`src/rtl/dvp_capture_packer_if.sv`:
```
// Packed-pixel stream between the DVP capture front-end and the frame writer.
// The source drives data/valid/sof/eol; the sink drives ready.
`default_nettype none

interface dvp_capture_packer_if #(
    parameter int OUT_WIDTH = 32
) ();
    logic [OUT_WIDTH-1:0] st_data;
    logic                 st_valid;
    logic                 st_ready;
    logic                 st_sof;
    logic                 st_eol;

    modport master (output st_data, output st_valid, output st_sof, output st_eol, input st_ready);
    modport slave  (input st_data, input st_valid, input st_sof, input st_eol, output st_ready);
endinterface

`default_nettype wire

```
`src/rtl/dvp_capture_packer.sv`:
```
// DVP capture: synchronise camera pins, assemble pixels, crop a window, pack into words, FIFO to a stream.
// Optional macro DVP_CAPTURE_PACKER_TESTPATTERN_EN adds tp_enable to replace captured beats by (x + y).
`default_nettype none

module dvp_capture_packer #(
    parameter int DATA_WIDTH      = 8,
    parameter int BYTES_PER_PIXEL = 2,
    parameter int OUT_WIDTH       = 32,
    parameter int FIFO_DEPTH_LOG2 = 4,
    parameter int COORD_BITS      = 12
) (
    input  logic                  clk,
    input  logic                  reset,
    input  logic                  enable,
    input  logic [COORD_BITS-1:0] cfg_hstart,
    input  logic [COORD_BITS-1:0] cfg_hsize,
    input  logic [COORD_BITS-1:0] cfg_vstart,
    input  logic [COORD_BITS-1:0] cfg_vsize,
    input  logic                  dvp_pclk,
    input  logic [DATA_WIDTH-1:0] dvp_data,
    input  logic                  dvp_href,
    input  logic                  dvp_vsync,
`ifdef DVP_CAPTURE_PACKER_TESTPATTERN_EN
    input  logic                  tp_enable,
`endif
    dvp_capture_packer_if.master  st,
    output logic                  frame_done,
    output logic                  overflow,
    input  logic                  status_clear
);
    localparam int PIX_W   = DATA_WIDTH * BYTES_PER_PIXEL;
    localparam int PPW     = OUT_WIDTH / PIX_W;
    localparam int SLOT_W  = (PPW > 1) ? $clog2(PPW) : 1;
    localparam int BEAT_W  = (BYTES_PER_PIXEL > 1) ? $clog2(BYTES_PER_PIXEL) : 1;
    localparam int DEPTH   = 1 << FIFO_DEPTH_LOG2;
    localparam int PTR_W   = FIFO_DEPTH_LOG2;
    localparam int CNT_W   = FIFO_DEPTH_LOG2 + 1;
    localparam int EXT_W   = COORD_BITS + 1;
    localparam int MEM_W   = OUT_WIDTH + 2;

    typedef enum logic [2:0] {S_IDLE, S_WAIT_VS, S_SYNC, S_ACTIVE, S_DROP} state_t;

    state_t                r_state, w_state_next;

    logic                  r_pclk_s1, r_pclk_s2, r_pclk_s3;
    logic                  r_href_s1, r_href_s2, r_href_s3;
    logic                  r_vsync_s1, r_vsync_s2, r_vsync_s3;
    logic [DATA_WIDTH-1:0] r_data_s1, r_data_s2;

    logic [BEAT_W-1:0]     r_beat_cnt;
    logic [PIX_W-1:0]      r_pix_acc;
    logic [COORD_BITS-1:0] r_x, r_y;
    logic [COORD_BITS-1:0] r_hstart, r_hsize, r_vstart, r_vsize;

    logic                  r_pix_valid, r_pix_eol, r_pix_final;
    logic [PIX_W-1:0]      r_pix_data;
    logic [OUT_WIDTH-1:0]  r_word;
    logic [SLOT_W-1:0]     r_slot;
    logic                  r_sof_pend;

    logic [MEM_W-1:0]      r_mem [DEPTH];
    logic [MEM_W-1:0]      r_rd_q;
    logic [PTR_W-1:0]      r_wr_ptr, r_rd_ptr;
    logic [CNT_W-1:0]      r_count;
    logic                  r_out_valid;
    logic                  r_frame_done, r_overflow;

    logic                  w_pclk_rise, w_href_fall, w_vs_rise, w_vs_fall;
    logic                  w_beat_en, w_pix_done;
    logic [DATA_WIDTH-1:0] w_beat;
    logic [PIX_W-1:0]      w_pix_shift;
    logic [EXT_W-1:0]      w_x_ext, w_y_ext, w_hend, w_vend;
    logic                  w_in_x, w_in_y, w_last_x, w_last_y;
    logic [OUT_WIDTH-1:0]  w_slot_word [PPW];
    logic [OUT_WIDTH-1:0]  w_push_data;
    logic                  w_word_full, w_active, w_push, w_accum;
    logic                  w_full, w_pop, w_wr, w_ovf;
    logic [PTR_W-1:0]      w_rd_addr;
    logic [CNT_W-1:0]      w_cnt_after_pop;

    assign w_pclk_rise = r_pclk_s2 & ~r_pclk_s3;
    assign w_href_fall = r_href_s3 & ~r_href_s2;
    assign w_vs_rise   = r_vsync_s2 & ~r_vsync_s3;
    assign w_vs_fall   = r_vsync_s3 & ~r_vsync_s2;
    assign w_beat_en   = w_pclk_rise & r_href_s2;
    assign w_pix_done  = w_beat_en & (r_beat_cnt == BEAT_W'(BYTES_PER_PIXEL - 1));

`ifdef DVP_CAPTURE_PACKER_TESTPATTERN_EN
    assign w_beat = tp_enable ? DATA_WIDTH'(r_x + r_y) : r_data_s2;
`else
    assign w_beat = r_data_s2;
`endif

    // Earlier beats shift toward the MSBs, so the first beat of a pixel ends on top.
    assign w_pix_shift = (r_pix_acc << DATA_WIDTH) | PIX_W'(w_beat);

    // One extra bit keeps start+size from wrapping at the top of the coordinate range.
    assign w_x_ext  = {1'b0, r_x};
    assign w_y_ext  = {1'b0, r_y};
    assign w_hend   = {1'b0, r_hstart} + {1'b0, r_hsize};
    assign w_vend   = {1'b0, r_vstart} + {1'b0, r_vsize};
    assign w_in_x   = (w_x_ext >= {1'b0, r_hstart}) && (w_x_ext < w_hend);
    assign w_in_y   = (w_y_ext >= {1'b0, r_vstart}) && (w_y_ext < w_vend);
    assign w_last_x = (w_x_ext + EXT_W'(1)) == w_hend;
    assign w_last_y = (w_y_ext + EXT_W'(1)) == w_vend;

    always_ff @(posedge clk) begin
        if (reset) begin
            {r_pclk_s1, r_pclk_s2, r_pclk_s3}    <= '0;
            {r_href_s1, r_href_s2, r_href_s3}    <= '0;
            {r_vsync_s1, r_vsync_s2, r_vsync_s3} <= '0;
            r_data_s1 <= '0;
            r_data_s2 <= '0;
        end else begin
            {r_pclk_s3, r_pclk_s2, r_pclk_s1}    <= {r_pclk_s2, r_pclk_s1, dvp_pclk};
            {r_href_s3, r_href_s2, r_href_s1}    <= {r_href_s2, r_href_s1, dvp_href};
            {r_vsync_s3, r_vsync_s2, r_vsync_s1} <= {r_vsync_s2, r_vsync_s1, dvp_vsync};
            r_data_s1 <= dvp_data;
            r_data_s2 <= r_data_s1;
        end
    end

    always_ff @(posedge clk) begin
        if (reset) begin
            r_beat_cnt  <= '0;
            r_pix_acc   <= '0;
            r_x         <= '0;
            r_y         <= '0;
            r_hstart    <= '0;
            r_hsize     <= '0;
            r_vstart    <= '0;
            r_vsize     <= '0;
            r_pix_valid <= 1'b0;
            r_pix_data  <= '0;
            r_pix_eol   <= 1'b0;
            r_pix_final <= 1'b0;
        end else begin
            if (w_href_fall) begin
                r_beat_cnt <= '0;
                r_x        <= '0;
            end else if (w_beat_en) begin
                r_pix_acc  <= w_pix_shift;
                r_beat_cnt <= w_pix_done ? '0 : r_beat_cnt + BEAT_W'(1);
                if (w_pix_done && (r_x != '1))
                    r_x <= r_x + COORD_BITS'(1);
            end
            if (w_vs_rise) begin
                r_y      <= '0;
                r_hstart <= cfg_hstart;
                r_hsize  <= cfg_hsize;
                r_vstart <= cfg_vstart;
                r_vsize  <= cfg_vsize;
            end else if (w_href_fall && (r_y != '1)) begin
                r_y <= r_y + COORD_BITS'(1);
            end
            r_pix_valid <= w_pix_done & w_in_x & w_in_y & (r_state == S_ACTIVE);
            r_pix_data  <= w_pix_shift;
            r_pix_eol   <= w_last_x;
            r_pix_final <= w_last_x & w_last_y;
        end
    end

    genvar gi;
    generate
        for (gi = 0; gi < PPW; gi++) begin : g_slot
            assign w_slot_word[gi] = OUT_WIDTH'(r_pix_data) << (gi * PIX_W);
        end
    endgenerate

    assign w_active    = (r_state == S_ACTIVE);
    assign w_word_full = (r_slot == SLOT_W'(PPW - 1));
    assign w_push_data = r_word | w_slot_word[r_slot];
    assign w_push      = r_pix_valid & w_active & (w_word_full | r_pix_eol);
    assign w_accum     = r_pix_valid & w_active & ~(w_word_full | r_pix_eol);

    // A pop in the same cycle frees the slot, so a push into a full FIFO is still accepted.
    assign w_full          = (r_count == CNT_W'(DEPTH));
    assign w_pop           = r_out_valid & st.st_ready;
    assign w_wr            = w_push & (~w_full | w_pop);
    assign w_ovf           = w_push & w_full & ~w_pop;
    assign w_rd_addr       = w_pop ? r_rd_ptr + PTR_W'(1) : r_rd_ptr;
    assign w_cnt_after_pop = w_pop ? r_count - CNT_W'(1) : r_count;

    always_ff @(posedge clk) begin
        if (reset) begin
            r_word     <= '0;
            r_slot     <= '0;
            r_sof_pend <= 1'b0;
        end else if (w_vs_rise) begin
            r_word     <= '0;
            r_slot     <= '0;
            r_sof_pend <= 1'b1;
        end else if (w_push) begin
            r_word <= '0;
            r_slot <= '0;
            if (w_wr)
                r_sof_pend <= 1'b0;
        end else if (w_accum) begin
            r_word <= w_push_data;
            r_slot <= r_slot + SLOT_W'(1);
        end
    end

    always_ff @(posedge clk) begin
        if (w_wr)
            r_mem[r_wr_ptr] <= {r_sof_pend, r_pix_eol, w_push_data};
    end

    always_ff @(posedge clk) begin
        r_rd_q <= r_mem[w_rd_addr];
    end

    // Data written this cycle is readable next cycle, hence valid tracks the count before this push.
    always_ff @(posedge clk) begin
        if (reset) begin
            r_wr_ptr     <= '0;
            r_rd_ptr     <= '0;
            r_count      <= '0;
            r_out_valid  <= 1'b0;
            r_frame_done <= 1'b0;
            r_overflow   <= 1'b0;
        end else begin
            if (w_wr)
                r_wr_ptr <= r_wr_ptr + PTR_W'(1);
            r_rd_ptr <= w_rd_addr;
            case ({w_wr, w_pop})
                2'b10:   r_count <= r_count + CNT_W'(1);
                2'b01:   r_count <= r_count - CNT_W'(1);
                default: r_count <= r_count;
            endcase
            r_out_valid  <= (w_cnt_after_pop != '0);
            r_frame_done <= w_wr & r_pix_final;
            r_overflow   <= w_ovf | (r_overflow & ~status_clear);
        end
    end

    always_ff @(posedge clk) begin
        if (reset)
            r_state <= S_IDLE;
        else
            r_state <= w_state_next;
    end

    always_comb begin
        w_state_next = r_state;
        case (r_state)
            S_IDLE:    if (enable) w_state_next = S_WAIT_VS;
            S_WAIT_VS: if (w_vs_rise) w_state_next = enable ? S_SYNC : S_IDLE;
            S_SYNC:    if (w_vs_fall) w_state_next = S_ACTIVE;
            S_ACTIVE: begin
                if (w_vs_rise)  w_state_next = enable ? S_SYNC : S_IDLE;
                else if (w_ovf) w_state_next = S_DROP;
            end
            S_DROP:    if (w_vs_rise) w_state_next = enable ? S_SYNC : S_IDLE;
            default:   w_state_next = S_IDLE;
        endcase
    end

    assign st.st_valid = r_out_valid;
    assign st.st_data  = r_out_valid ? r_rd_q[OUT_WIDTH-1:0] : '0;
    assign st.st_eol   = r_out_valid & r_rd_q[OUT_WIDTH];
    assign st.st_sof   = r_out_valid & r_rd_q[OUT_WIDTH+1];
    assign frame_done  = r_frame_done;
    assign overflow    = r_overflow;

endmodule

`default_nettype wire

```
`src/flat_wrapper.sv`:
```
// flat-port wrapper written by rule: the top's interface ports become plain ports
module dvp_capture_packer_flat 
#(
    parameter int DATA_WIDTH      = 8,
    parameter int BYTES_PER_PIXEL = 2,
    parameter int OUT_WIDTH       = 32,
    parameter int FIFO_DEPTH_LOG2 = 4,
    parameter int COORD_BITS      = 12
)
  (clk, reset, enable, cfg_hstart, cfg_hsize, cfg_vstart, cfg_vsize, dvp_pclk, dvp_data, dvp_href, dvp_vsync, frame_done, overflow, status_clear, st_st_data, st_st_valid, st_st_sof, st_st_eol, st_st_ready);
  dvp_capture_packer_if #(.OUT_WIDTH(OUT_WIDTH)) st_i ();
  input  logic clk;
  input  logic reset;
  input  logic enable;
  input  logic [COORD_BITS-1:0] cfg_hstart;
  input  logic [COORD_BITS-1:0] cfg_hsize;
  input  logic [COORD_BITS-1:0] cfg_vstart;
  input  logic [COORD_BITS-1:0] cfg_vsize;
  input  logic dvp_pclk;
  input  logic [DATA_WIDTH-1:0] dvp_data;
  input  logic dvp_href;
  input  logic dvp_vsync;
  output logic frame_done;
  output logic overflow;
  input  logic status_clear;
  output wire logic [$bits(st_i.st_data)-1:0] st_st_data;
  output wire logic [$bits(st_i.st_valid)-1:0] st_st_valid;
  output wire logic [$bits(st_i.st_sof)-1:0] st_st_sof;
  output wire logic [$bits(st_i.st_eol)-1:0] st_st_eol;
  input wire logic [$bits(st_i.st_ready)-1:0] st_st_ready;
  assign st_st_data = st_i.st_data;
  assign st_st_valid = st_i.st_valid;
  assign st_st_sof = st_i.st_sof;
  assign st_st_eol = st_i.st_eol;
  assign st_i.st_ready = st_st_ready;
  dvp_capture_packer #(.DATA_WIDTH(DATA_WIDTH), .BYTES_PER_PIXEL(BYTES_PER_PIXEL), .OUT_WIDTH(OUT_WIDTH), .FIFO_DEPTH_LOG2(FIFO_DEPTH_LOG2), .COORD_BITS(COORD_BITS)) u_core (.clk(clk), .reset(reset), .enable(enable), .cfg_hstart(cfg_hstart), .cfg_hsize(cfg_hsize), .cfg_vstart(cfg_vstart), .cfg_vsize(cfg_vsize), .dvp_pclk(dvp_pclk), .dvp_data(dvp_data), .dvp_href(dvp_href), .dvp_vsync(dvp_vsync), .st(st_i), .frame_done(frame_done), .overflow(overflow), .status_clear(status_clear));
endmodule
```
`config.mk`:
```
export PLATFORM = sky130hd
export DESIGN_NAME = dvp_capture_packer_flat
export DESIGN_NICKNAME = d
export VERILOG_FILES = /design/src/rtl/dvp_capture_packer_if.sv /design/src/rtl/dvp_capture_packer.sv /design/src/flat_wrapper.sv
export SDC_FILE = /design/constraint.sdc
export NUM_CORES = 1
export LEC_CHECK = 0
export BUFFER_PORTS_ARGS = -buffer_cell sky130_fd_sc_hd__buf_2
export CAP_MARGIN = 10
export CORE_ASPECT_RATIO = 0.8
export CORE_MARGIN = 2
export CORE_UTILIZATION = 60
export DETAILED_ROUTE_END_ITERATION = 10
export GPL_ROUTABILITY_DRIVEN = 0
export GPL_TIMING_DRIVEN = 0
export PLACE_DENSITY_LB_ADDON = 0.05
export SKIP_LAST_GASP = 1
export SYNTH_ARGS = -nofsm -noshare
export SYNTH_HDL_FRONTEND = slang
export SYNTH_SLANG_ARGS = --single-unit
```
`constraint.sdc`:
```
create_clock -name clk -period 5.9 [get_ports clk]
set_input_delay 0.295 -clock clk [delete_from_list [all_inputs] [get_ports clk]]
set_output_delay 0.295 -clock clk [all_outputs]
set_load 0.02 [all_outputs]
```
# Word level (Yosys, flattened, before mapping)
# Memory sizes are Yosys's and may differ from the RTL's. A register that Yosys moved wholly into a read port is not among the register bits.
# Cells that the tools add are included.
# totals
ff_bits	178
ram_bits	544
inputBits	64
output_inout_bits	37
wordCells	139
n_memories	1
# op_classes
add_sub_neg	12
magnitude_cmp	5
eq_ne	15
muxes	20
n_bitwise	36
n_reduce_logical	17
# memory_table
memory	words	width	read_ports	rd_ports_with_merged_regs	wr	line_no	source
u_core.r_mem	16	34	1	1	1	dvp_capture_packer.sv:61	logic [MEM_W-1:0] r_mem [DEPTH];
# op_table
op	count
$mux 32	4
$or 32x32->32	1
$add 12x1->13 const B	2
$add 12x12->13	2
$eq 13x13->1	2
$lt 12x13->1	2
$add 12x1->12 const B	2
$ge 12x12->1	2
$ne 12x12->1 const B	2
$and 1x1->1	21
$or 16x8->16	1
$mux 3	5
$pmux 3 s4	1
$pmux 5 s2	1
$not 1->1	9
$add 4x1->4 const B	2
$eq 3x2->1 const B	2
$mux 1	6
$reduce_and 2->1	3
$reduce_bool 2->1	3
$reduce_or 2->1	3
$add 5x1->5 const B	1
$eq 5x5->1 const B	1
$mux 5	1
other kinds (19)	26

# Depth between registers and ports, before layout
# Gate-level depths: netlist (run 1).
# logic_depth
ltp_word	8
ltp_mapped	16
depth_no_buf	16

# Least setup slack after synthesis (run 1)
# Ideal clock, no wire load.
# synth_path
path_kind	reg2reg
startpoint	register u_core.r_out_valid (netlist: u_core.st.st_valid)
endpoint	memory u_core.r_mem[3][0] in the netlist's numbering (enable)
setup_time_ns	0.467
arrival_ns	3.902
setup_slack_ns	1.531
path_stages_with_launch	8
n_path_buf	2
period_less_slack_ns	4.369
path_cell_list	dfxtp_1 > and2_1 > buf_2 > nor2_1 > a31oi_1 > clkbuf_1 > nand2_1 > nor3_1
# synth_via
elab_chain_len	5
# synth_lines
item	line_no	source
from (decl)	dvp_capture_packer.sv:65	logic r_out_valid;
from (signal assigned)	dvp_capture_packer.sv:231	r_out_valid <= (w_cnt_after_pop != '0);
$and 1x1->1	dvp_capture_packer.sv:178	assign w_pop = r_out_valid & st.st_ready;
$or 1x1->1	dvp_capture_packer.sv:179	assign w_wr = w_push & (~w_full | w_pop);
$and 1x1->1	dvp_capture_packer.sv:179	
$mux 1	dvp_capture_packer.sv:205	if (w_wr)
$mux 1 (implied by the code)	dvp_capture_packer.sv:206	r_mem[r_wr_ptr] <= {r_sof_pend, r_pix_eol, w_push_data};
to (decl)	dvp_capture_packer.sv:61	
# No other way between the ends.

# Worst setup path after layout (run 1)
# layout_path
startpoint	register u_core.r_out_valid (netlist: u_core.st.st_valid)
endpoint	register u_core.r_rd_q[24] (read register of u_core.r_mem)
# layout_via
elab_chain_len	2
# layout_lines
item	line_no	source
$and 1x1->1	dvp_capture_packer.sv:178	
$mux 4	dvp_capture_packer.sv:181	assign w_rd_addr = w_pop ? r_rd_ptr + PTR_W'(1) : r_rd_ptr;
to (decl)	dvp_capture_packer.sv:62	logic [MEM_W-1:0] r_rd_q;
# No other way between the ends.
# A chain may end at the register's enable or synchronous reset.

==> results.yml, run 1 <==
run_status:
  outcome: "finished clean"
cells_and_area:
  layout.cells.non_filler: 2901
  area_growth_pct: 16.9
  nets: 2316
  antenna_cells: 0
  drive_above_1_share_pct: 20.7
critical_path:
  start_kind: "register"
  r2r-start: "u_core.st.st_valid$_SDFF_PP0_"
  crit_chain: "and2_1 > buf_2 > mux2i_1 > clkbuf_1 > clkbuf_1 > mux4_2 > mux4_2"
  path_max_fanout: 10
  cp_slowest_cell: "clkbuf_1"
  rrSetupSlack_ps: 1760
  worstSetupPathType: "register to register"
  crit_family: "buffers and inverters"
  slowest_delay_ps: 850
  crit_start: "u_core.st.st_valid$_SDFF_PP0_"
  endpoint_kind: "register"
  path_buf_inv: 3
  worstPathRequired_ps: 6370
  crit_arrival_ps: 4600
timing:
  max_freq_ghz: 0.242
  period_share_pct: 70.1
  min_period_ps: 4140
  hold_viol_final: 0
  hold-worst-slack_ps: 119
  rsz0062_at_grt: "no"
  clock_skew_ps: 24.0
  final_max_slew_viol_count: 0
  setup_viol: 0
  slew_headroom_pct: 11.6
  worst_pin_slew_ps: 1320
pwr:
  powerDensity_nw_per_um2: 327
  leakage_nw: 12.5
  max-vdd-ir-drop_uv: 274
  p_total_w: 0.0116
synth:
  async_flop_share_pct: 0
  syn_avg_cell_area_um2: 16.0
  ys_ff_latch: 756
  synth_flop_cell: "edfxtp_1"
  synth-edff-count: 544
  ys_types: 60
  syn-cell-area_um2: 30300
  ys_seq_area_share_pct: 67.9
  synth_top_area_cell: "edfxtp_1"
  ys_top_cells_by_area: "edfxtp_1 (54%), dfxtp_1 (14%), mux4_2 (13%), ha_1 (3.3%), a21oi_1 (1.9%)"
  synth_top_area_share_pct: 53.9
  ys_warn_count: 0
  synth.net_count: 2043
  syn_inst: 1896
global_routing:
  antenna_found_initial: 0
  grt_pass1_vias: 17268
  grt_util_all_layers_pct: 27.8
  grt_pass1_wl_mm: 107
  grt_overflow: 0
  grt_max_degree: 23
detailed_routing:
  drt-wirelength-per-cell_um: 24.3
  ant_nets: 0
  drt_iter0_drc: 1641
  vias: 17372
  routed_via_density: 5.99
  route.detailed.drc: 0
  routed_wl_mm: 70.5
  first_pass_iters: 5
clock_network:
  postCtsSetupRepairBufs: 0
  cts_root_buf: "clkbuf_16"
  cts_tree: "yes"
  cts.clk_slew.worst_paths_ps: 60
  htreeDepth: 3
  cts.sinks: 756
  clk_path_buf_depth: 3
  insertion_delay_ps: 620
  cts_buffers: 72
floorplan:
  io_pins: 101
  rows: 73
  die_height_um: 205
  core_um2: 49800
  die_area_um2: 52400
  initial_core_util_pct: 60.9
  die_x_um: 255
placement:
  dp.cells: 2710
  place_hpwl_mm: 46.8
  buffer_ports.inserted: 100
worst_hold_path:
  hold_start: "enable"
  min_path_type: "input port to register"
run:
  maxCapViolCount: 0
worst paths after layout:
path	cells after the start	endpoint
worst min register to register	1	u_core.r_vsync_s2$_SDFF_PP0_
worst min-delay path	5	u_core.r_state[1]$_SDFFE_PP0P_
worst max register to register	7	u_core.r_rd_q[24]$_DFF_P_
worst max-delay path	7	u_core.r_rd_q[24]$_DFF_P_
cells in the mapped netlist (all sizes together) (8+ instances only):
cell    count
and3       24
inv        40
mux4      170
nand3      20
nor2       88
a21oi     118
o21ai      34
clkbuf     58
nor3       14
xor2       29
or3         9
ha         81
and2       38
nor2b      50
nand2     154
o21a        8
nand2b     14
a21o       45
dfxtp     212
buf        24
xnor2      50
edfxtp    544
registers in the layout (all words and copies together) (netlist names), 3 cells and up:
| register | cells |
|---|---|
| u_core.r_mem | 544 |
| u_core.r_data_s1 | 8 |
| u_core.r_vstart | 12 |
| u_core.r_pix_data | 16 |
| u_core.r_rd_ptr | 4 |
| u_core.r_word | 32 |
| u_core.r_x | 12 |
| u_core.r_vsize | 12 |
| u_core.r_rd_q | 34 |
| u_core.r_count | 5 |
| u_core.r_pix_acc | 8 |
| u_core.r_state | 3 |
| u_core.r_data_s2 | 8 |
| u_core.r_hsize | 12 |
| u_core.r_hstart | 12 |
| u_core.r_wr_ptr | 4 |
| u_core.r_y | 12 |
timing repair:
item                                   4_1_cts  5_1_grt
hold buffers                                60        0
endpoints found under the hold margin       60        0
gates resized for setup                      0        0
cells by family after synthesis:
logic type	synth area share, %
and+or+nand+nor	7.09
adders and majority gates	3.47
buffers and inverters	1.59
AOI/OAI and AO/OA	4.91
xor gates and xnor gates	2.43
muxes	12.7
DFF	67.9
layout make-up:
cell class                 count  area (um^2)
sequential                   756        20600
fill                        3245        14300
multi-input combinational   1018         9380
clock buffer                  96         2040
timing repair buffer         199         1840
tap                          675          845
buffer                        82          332
clock inverter                35          293
inverter                      40          150
through the flow:
stage                     worst slack, ps  setup TNS [ps]  instance area (um^2)  util [%]
final                                1760               0                 35500      71.2
after global routing                 1560               0                 35500      71.2
after CTS                            1750               0                 35500      71.2
after detailed placement             1740               0                 32500      65.3
after global placement              -2330         -345770                 31700      63.6
after floorplan                      1530               0                 30300         -
report_power, final:
part | internal (W) | total (W) | switching (W)
registers | 0.00572 | 0.00578 | 0.0000572
logic | 0.000580 | 0.00125 | 0.000667
clock network | 0.00262 | 0.00456 | 0.00194
total | 0.00892 | 0.0116 | 0.00266
cell usage in the layout (no fill, tap or decap), drive strengths merged, types with 3 or more instances in the layout:
master,instances
a211oi,5
a21o,45
a21oi,118
a311oi,3
a31oi,6
and2,38
and3,24
buf,163
bufinv,4
clkbuf,154
clkinv,26
clkinvlp,4
dfxtp,212
dlygate4sd3,60
edfxtp,544
ha,81
inv,41
mux4,170
nand2,154
nand2b,14
nand3,20
nand4,7
nor2,88
nor2b,50
nor3,14
nor4,7
o211ai,4
o21a,8
o21ai,34
o21bai,5
o31ai,4
or3,9
xnor2,50
xor2,29
layer usage:
layer / GRT usage (%) / vias up / share of wire, %
met5: 0 / - / 0
met2: 43.8 / 620 / 47
met1: 41.3 / 8872 / 45
met3: 4.81 / 87 / 6.9
met4: 6.34 / 0 / 1.5
li1: - / 7793 / -
worst register-to-register path, cell delays in order (launching register included):
cell	delay (ps)
dfxtp_1	820
and2_1	220
buf_2	220
mux2i_1	240
clkbuf_1	670
clkbuf_1	850
mux4_2	440
mux4_2	550
Power figures use the tool's default switching activity.
==> run 2, diff against run 1 <==
--- a/config.mk
+++ b/config.mk
@@ -9,7 +9,7 @@
 export CAP_MARGIN = 10
 export CORE_ASPECT_RATIO = 0.8
 export CORE_MARGIN = 2
-export CORE_UTILIZATION = 60
+export CORE_UTILIZATION = 56
 export DETAILED_ROUTE_END_ITERATION = 10
 export GPL_ROUTABILITY_DRIVEN = 0
 export GPL_TIMING_DRIVEN = 0
==> constraint.sdc (replaced) <==
create_clock -name clk -period 3.7 [get_ports clk]
set_input_delay 0.185 -clock clk [delete_from_list [all_inputs] [get_ports clk]]
set_output_delay 0.185 -clock clk [all_outputs]
set_load 0.02 [all_outputs]
==> run 2 against run 1 <==
- final cell count grew 0.83%
- register-to-register slack lost 1600 ps
- maximum frequency grew 17%
- first-iteration DRC count shrank 2.0%
- clock skew grew 1.9 ps
- largest power group unchanged
- utilization shrank 4.6 points
- sequential cell count is the same
==> results.yml, run 2 (synthesized netlist as in run 1, its figures left out) <==
cells_and_area:
  antenna_cells: 0
  drive_above_1_share_pct: 21.3
  nets: 2312
  largest-register: "u_core.r_mem"
  area_growth_pct: 17.8
  fin_area_um2: 35700
  final_common_cell: "edfxtp_1"
  nFillCells: 3678
  final_cell_mix: "edfxtp_1 (544), dfxtp_1 (211), mux4_2 (170), nand2_1 (154), a21oi_1 (118)"
  reg_top3: "u_core.r_mem: 544 flops, u_core.r_rd_q: 34 flops, u_core.r_word: 32 flops"
  largest_register_ffs: 544
critical_path:
  crit_chain: "and2_1 > buf_2 > mux2i_1 > clkbuf_1 > clkbuf_2 > mux4_2 > mux4_2"
  crit_arrival_ps: 4000
  cp_common_cell: "mux4_2"
  endpoint_kind: "register"
  slowest_delay_ps: 590
  r2r-start: "u_core.st.st_valid$_SDFF_PP0_"
  worstPathRequired_ps: 4160
  path_buf_inv: 3
  worstSetupPathType: "register to register"
  crit_start: "u_core.st.st_valid$_SDFF_PP0_"
  cp_slowest_cell: "dfxtp_2"
  path_max_fanout: 10
  crit_family: "buffers and inverters"
  start_kind: "register"
placement:
  buffer_ports.inserted: 100
  placed_area_um2: 32600
  place_hpwl_mm: 46.6
  dp_worst_setup_slack_ps: -469
detailed_routing:
  ant_nets: 0
  routed_wl_mm: 71.6
  drt_iter0_drc: 1608
  route.detailed.drc: 0
  drt-wirelength-per-cell_um: 24.5
  routed_via_density: 5.93
  vias: 17332
  first_pass_iters: 7
timing:
  worst_pin_slew_ps: 1070
  clock_skew_ps: 26.0
  slew_headroom_pct: 29.0
  period_share_pct: 95.6
  finalWorstSetupSlack_ps: 162
  max_freq_ghz: 0.283
  final_max_slew_viol_count: 0
  setup_viol: 0
  min_period_ps: 3540
  rsz0062_at_grt: "no"
  hold_viol_final: 0
pwr:
  max-vdd-ir-drop_uv: 367
  p_sw_w: 0.00429
  leakage_nw: 12.5
  power_frac_seq_pct: 49.2
  clockPowerShare_pct: 40.1
  powerDensity_nw_per_um2: 525
  swShare_pct: 22.9
  power.share.combinational_pct: 10.7
  p_int_w: 0.0144
floorplan:
  die_area_um2: 56100
  io_pins: 101
  initial_core_util_pct: 56.6
  die_x_um: 264
  rows: 76
  die_height_um: 212
  core_um2: 53600
clock_network:
  cts_root_buf: "clkbuf_16"
  cts_buffers: 73
  cts.sinks: 756
  cts_tree: "yes"
  insertion_delay_ps: 610
  clk_path_buf_depth: 3
  cts.clk_slew.worst_paths_ps: 60
  htreeDepth: 3
global_routing:
  grt_overflow: 0
  grt_pass1_wl_mm: 107
  grt_max_degree: 23
  grt_pass1_vias: 17173
  antenna_found_initial: 0
  grt_util_all_layers_pct: 26.2
worst_hold_path:
  min_path_type: "input port to register"
  hold_start: "reset"
run:
  maxCapViolCount: 0
run_status:
  outcome: "finished clean"
[run 2: layout make-up]
cell class                 instances  area [um^2]  share of cell area [%]
clock inverter                    30          307                   0.858
clock buffer                     103         2130                    5.97
multi-input combinational       1018         9430                    26.4
inverter                          40          150                   0.420
timing repair buffer             194         1890                    5.30
tap                              702          878                    2.46
sequential                       756        20600                    57.6
buffer                            82          352                   0.984
[run 2: power groups by stage]
stage	logic [W]	registers, W	clock network [W]
after floorplan	0.00141	0.00936	0
after detailed placement	0.00197	0.00941	0
after CTS	0.00202	0.00923	0.00763
after global routing	0.00216	0.00923	0.00797
final	0.00200	0.00922	0.00752
after global placement	0.00194	0.00940	0
[run 2: repair_timing]
item | CTS | global route
gates resized for setup | 15 | 5
buffers inserted | 0 | 1
hold buffers | 61 | 0
endpoints found under the hold margin | 61 | 0
pin swaps | 0 | 1
endpoints found under the setup margin | 226 | 10
[run 2: final timing paths]
check             slack (ps)                              to  cells past startpoint
setup / recovery         160        u_core.r_rd_q[1]$_DFF_P_                      7
setup reg to reg         160        u_core.r_rd_q[1]$_DFF_P_                      7
hold reg to reg          450  u_core.r_data_s2[1]$_SDFF_PP0_                      1
hold / removal           180     u_core.r_pix_eol$_SDFF_PP0_                      5
[run 2: through the flow]
step / utilization [%] / instances / total power [W] / TNS, ps / hold slack, ps
6_report: 66.6 / 2925 / 0.0187 / 0 / 181
5_1_grt: 66.6 / 2925 / 0.0194 / 0 / 209
4_1_cts: 66.6 / 2924 / 0.0189 / 0 / 160
3_5_place_dp: 60.8 / 2730 / 0.0114 / -12690 / 407
3_3_place_gp: 59.2 / 2698 / 0.0113 / -1274380 / 409
2_1_floorplan: - / 1896 / 0.0108 / 0 / 313
[run 2: routing by layer]
metal	up-vias	track usage, %	part of all wire (%)
li1	7792	-	-
met1	8868	38.8	45
met2	565	40.2	46
met3	107	4.77	6.8
met4	0	7.58	2.2
met5	-	0	0
[run 2: worst reg2reg max path, stage by stage (launching register included)]
cell	delay (ps)
dfxtp_2	590
and2_1	210
buf_2	250
mux2i_1	290
clkbuf_1	580
clkbuf_2	550
mux4_2	400
mux4_2	520
==> run 3, diff against run 2 <==
--- a/config.mk
+++ b/config.mk
@@ -5,6 +5,7 @@
 export SDC_FILE = /design/constraint.sdc
 export NUM_CORES = 1
 export LEC_CHECK = 0
+export ABC_AREA = 1
 export BUFFER_PORTS_ARGS = -buffer_cell sky130_fd_sc_hd__buf_2
 export CAP_MARGIN = 10
 export CORE_ASPECT_RATIO = 0.8
==> run 3 against run 2 <==
- design area rose by 3.8%
- final cell count grew 42%
- sequential cell count unchanged
- critical path depth fell by 1
- power is 9.1% higher
- non-clock buffer count up 81
- combinational power increased by 81%
- maximum frequency is 14% higher
- highest routed layer unchanged
- clock power is 0.7% higher
- critical path type unchanged
- critical endpoint is now u_core.r_mem[14][15]$_DFFE_PP_
==> results.yml, run 3 <==
detailed_routing:
  routed_wl_mm: 96.8
  routed_via_density: 5.96
  vias: 24818
  drt-wirelength-per-cell_um: 23.3
  route.detailed.drc: 0
  drt_iter0_drc: 3442
  first_pass_iters: 5
  ant_nets: 0
pwr:
  swShare_pct: 29.2
  power_frac_seq_pct: 45.2
  leakage_nw: 13.6
  max-vdd-ir-drop_uv: 336
  p_sw_w: 0.00596
  p_int_w: 0.0145
  clockPowerShare_pct: 37.0
  power.share.combinational_pct: 17.7
  powerDensity_nw_per_um2: 551
critical_path:
  worstPathRequired_ps: 4020
  path_max_fanout: 20
  crit_arrival_ps: 3430
  worstSetupPathType: "register to register"
  start_kind: "register"
  endpoint_kind: "register"
synth:
  synth-edff-count: 544
  ys_seq_area_share_pct: 64.6
  synth_flop_cell: "edfxtp_1"
  ys_warn_count: 0
  syn_inst: 3058
  yosysMostFrequentCell: "edfxtp_1"
  ys_types: 51
  async_flop_share_pct: 0
  synth_top_area_cell: "edfxtp_1"
  synth_commonest_cells: "edfxtp_1 (544), nor2_1 (506), o21ai_0 (378)"
  synth_top_area_share_pct: 51.3
  syn-cell-area_um2: 31900
  syn_avg_cell_area_um2: 10.4
  synth.net_count: 3205
  ys_top_cells_by_area: "edfxtp_1 (51%), dfxtp_1 (13%), nor2_1 (6.0%), o21ai_0 (5.9%), nand2_1 (4.2%)"
  ys_ff_latch: 756
clock_network:
  ctsHoldBuffers: 62
  cts_buffers: 74
  cts.clk_slew.worst_paths_ps: 60
  cts_root_buf: "clkbuf_16"
  postCtsSetupRepairBufs: 0
  clk_path_buf_depth: 3
  insertion_delay_ps: 630
  htreeDepth: 3
  cts_tree: "yes"
  cts_resized: 0
  cts.sinks: 756
placement:
  place_hpwl_mm: 64.5
  buffer_ports.inserted: 99
  placed_area_um2: 34000
timing:
  final_max_slew_viol_count: 0
  slew_headroom_pct: 14.3
  hold-worst-slack_ps: 130
  period_share_pct: 84.1
  min_period_ps: 3110
  clock_skew_ps: 21.1
  worst_pin_slew_ps: 1290
  setup_viol: 0
  hold_viol_final: 0
  rsz0062_at_grt: "no"
  max_freq_ghz: 0.321
cells_and_area:
  largest_register_ffs: 544
  nets: 3488
  reg_top3: "u_core.r_mem: 544 flops, u_core.r_rd_q: 34 flops, u_core.r_word: 32 flops"
  area_growth_pct: 16.4
  drive_above_1_share_pct: 10.9
  fin_area_um2: 37100
  final_common_cell: "edfxtp_1"
  nFillCells: 4322
  largest-register: "u_core.r_mem"
  final_cell_mix: "edfxtp_1 (544), nor2_1 (490), nand2_1 (359), o21ai_0 (349), inv_1 (286)"
run_status:
  outcome: "finished clean"
floorplan:
  io_pins: 101
  die_area_um2: 58800
  die_x_um: 271
  rows: 78
  die_height_um: 217
  core_um2: 56500
  initial_core_util_pct: 56.4
run:
  maxCapViolCount: 0
global_routing:
  grt_pass1_vias: 23718
  grt_util_all_layers_pct: 32.7
  grt_overflow: 0
  grt_max_degree: 24
  grt_pass1_wl_mm: 143
  antenna_found_initial: 0
worst_hold_path:
  min_path_type: "input port to register"
==> run 3: cell families after synthesis <==
kind of cell,after synthesis,synth area share (%)
xor+xnor,13,0.463
simple gates,1043,13.3
fa+ha+maj,83,3.31
buf+inv,444,5.64
compound gates,719,12.7
flops,756,64.6
==> run 3: worst paths after layout <==
check,start,end,slack (ps),depth (start not counted)
worst max-delay path,u_core.r_pix_eol$_SDFF_PP0_,u_core.r_mem[14][15]$_DFFE_PP_,590,6
worst min-delay path,reset,u_core.r_wr_ptr[3]$_SDFFE_PP0P_,130,2
worst max register to register,u_core.r_pix_eol$_SDFF_PP0_,u_core.r_mem[14][15]$_DFFE_PP_,590,6
worst min register to register,u_core.r_data_s1[3]$_SDFF_PP0_,u_core.r_data_s2[3]$_SDFF_PP0_,410,2
==> run 3: worst max-delay path, stage by stage (launching register included) <==
cell and delay (ps):
dfxtp_1 710, nor2_1 130, nand3b_2 360, nor2_4 250, nand2_1 270, nor2_4 770, buf_12 280
==> run 3: metal layers <==
metal,track usage (%),vias to the layer above,part of all wire (%),wire length [um]
li1,-,11223,-,-
met1,45.9,12003,41,39900
met2,51.4,1382,45,43400
met3,6.21,210,10,10000
met4,11.7,0,3.6,3510
met5,0,-,0,0
==> run 3: layout make-up <==
cell class	count	area, um^2	area share (%)
sequential	756	20600	55.5
multi-input combinational	1858	9600	25.9
clock buffer	110	2220	5.98
timing repair buffer	207	1720	4.64
inverter	294	1110	2.99
tap	760	951	2.56
buffer	150	687	1.85
clock inverter	25	219	0.590
antenna	1	2.50	0.00675
==> run 3: per-stage QoR <==
step	power, W	setup WS [ps]	instances	setup TNS (ps)	utilization, %
6_report	0.0204	589	4161	0	65.6
3_3_place_gp	0.0128	-1740	3917	-834290	58.9
2_1_floorplan	0.0114	653	3058	0	-
4_1_cts	0.0204	584	4160	0	65.6
5_1_grt	0.0210	411	4160	0	65.6
3_5_place_dp	0.0129	656	3963	0	60.2
==> run 3: power groups by stage <==
| stage | clock (W) | combinational [W] | sequential [W] |
|---|---|---|---|
| floorplan | 0 | 0.00204 | 0.00940 |
| global placement | 0 | 0.00340 | 0.00942 |
| detailed placement | 0 | 0.00347 | 0.00942 |
| CTS | 0.00759 | 0.00353 | 0.00924 |
| global route | 0.00793 | 0.00385 | 0.00926 |
| finish | 0.00757 | 0.00362 | 0.00925 |
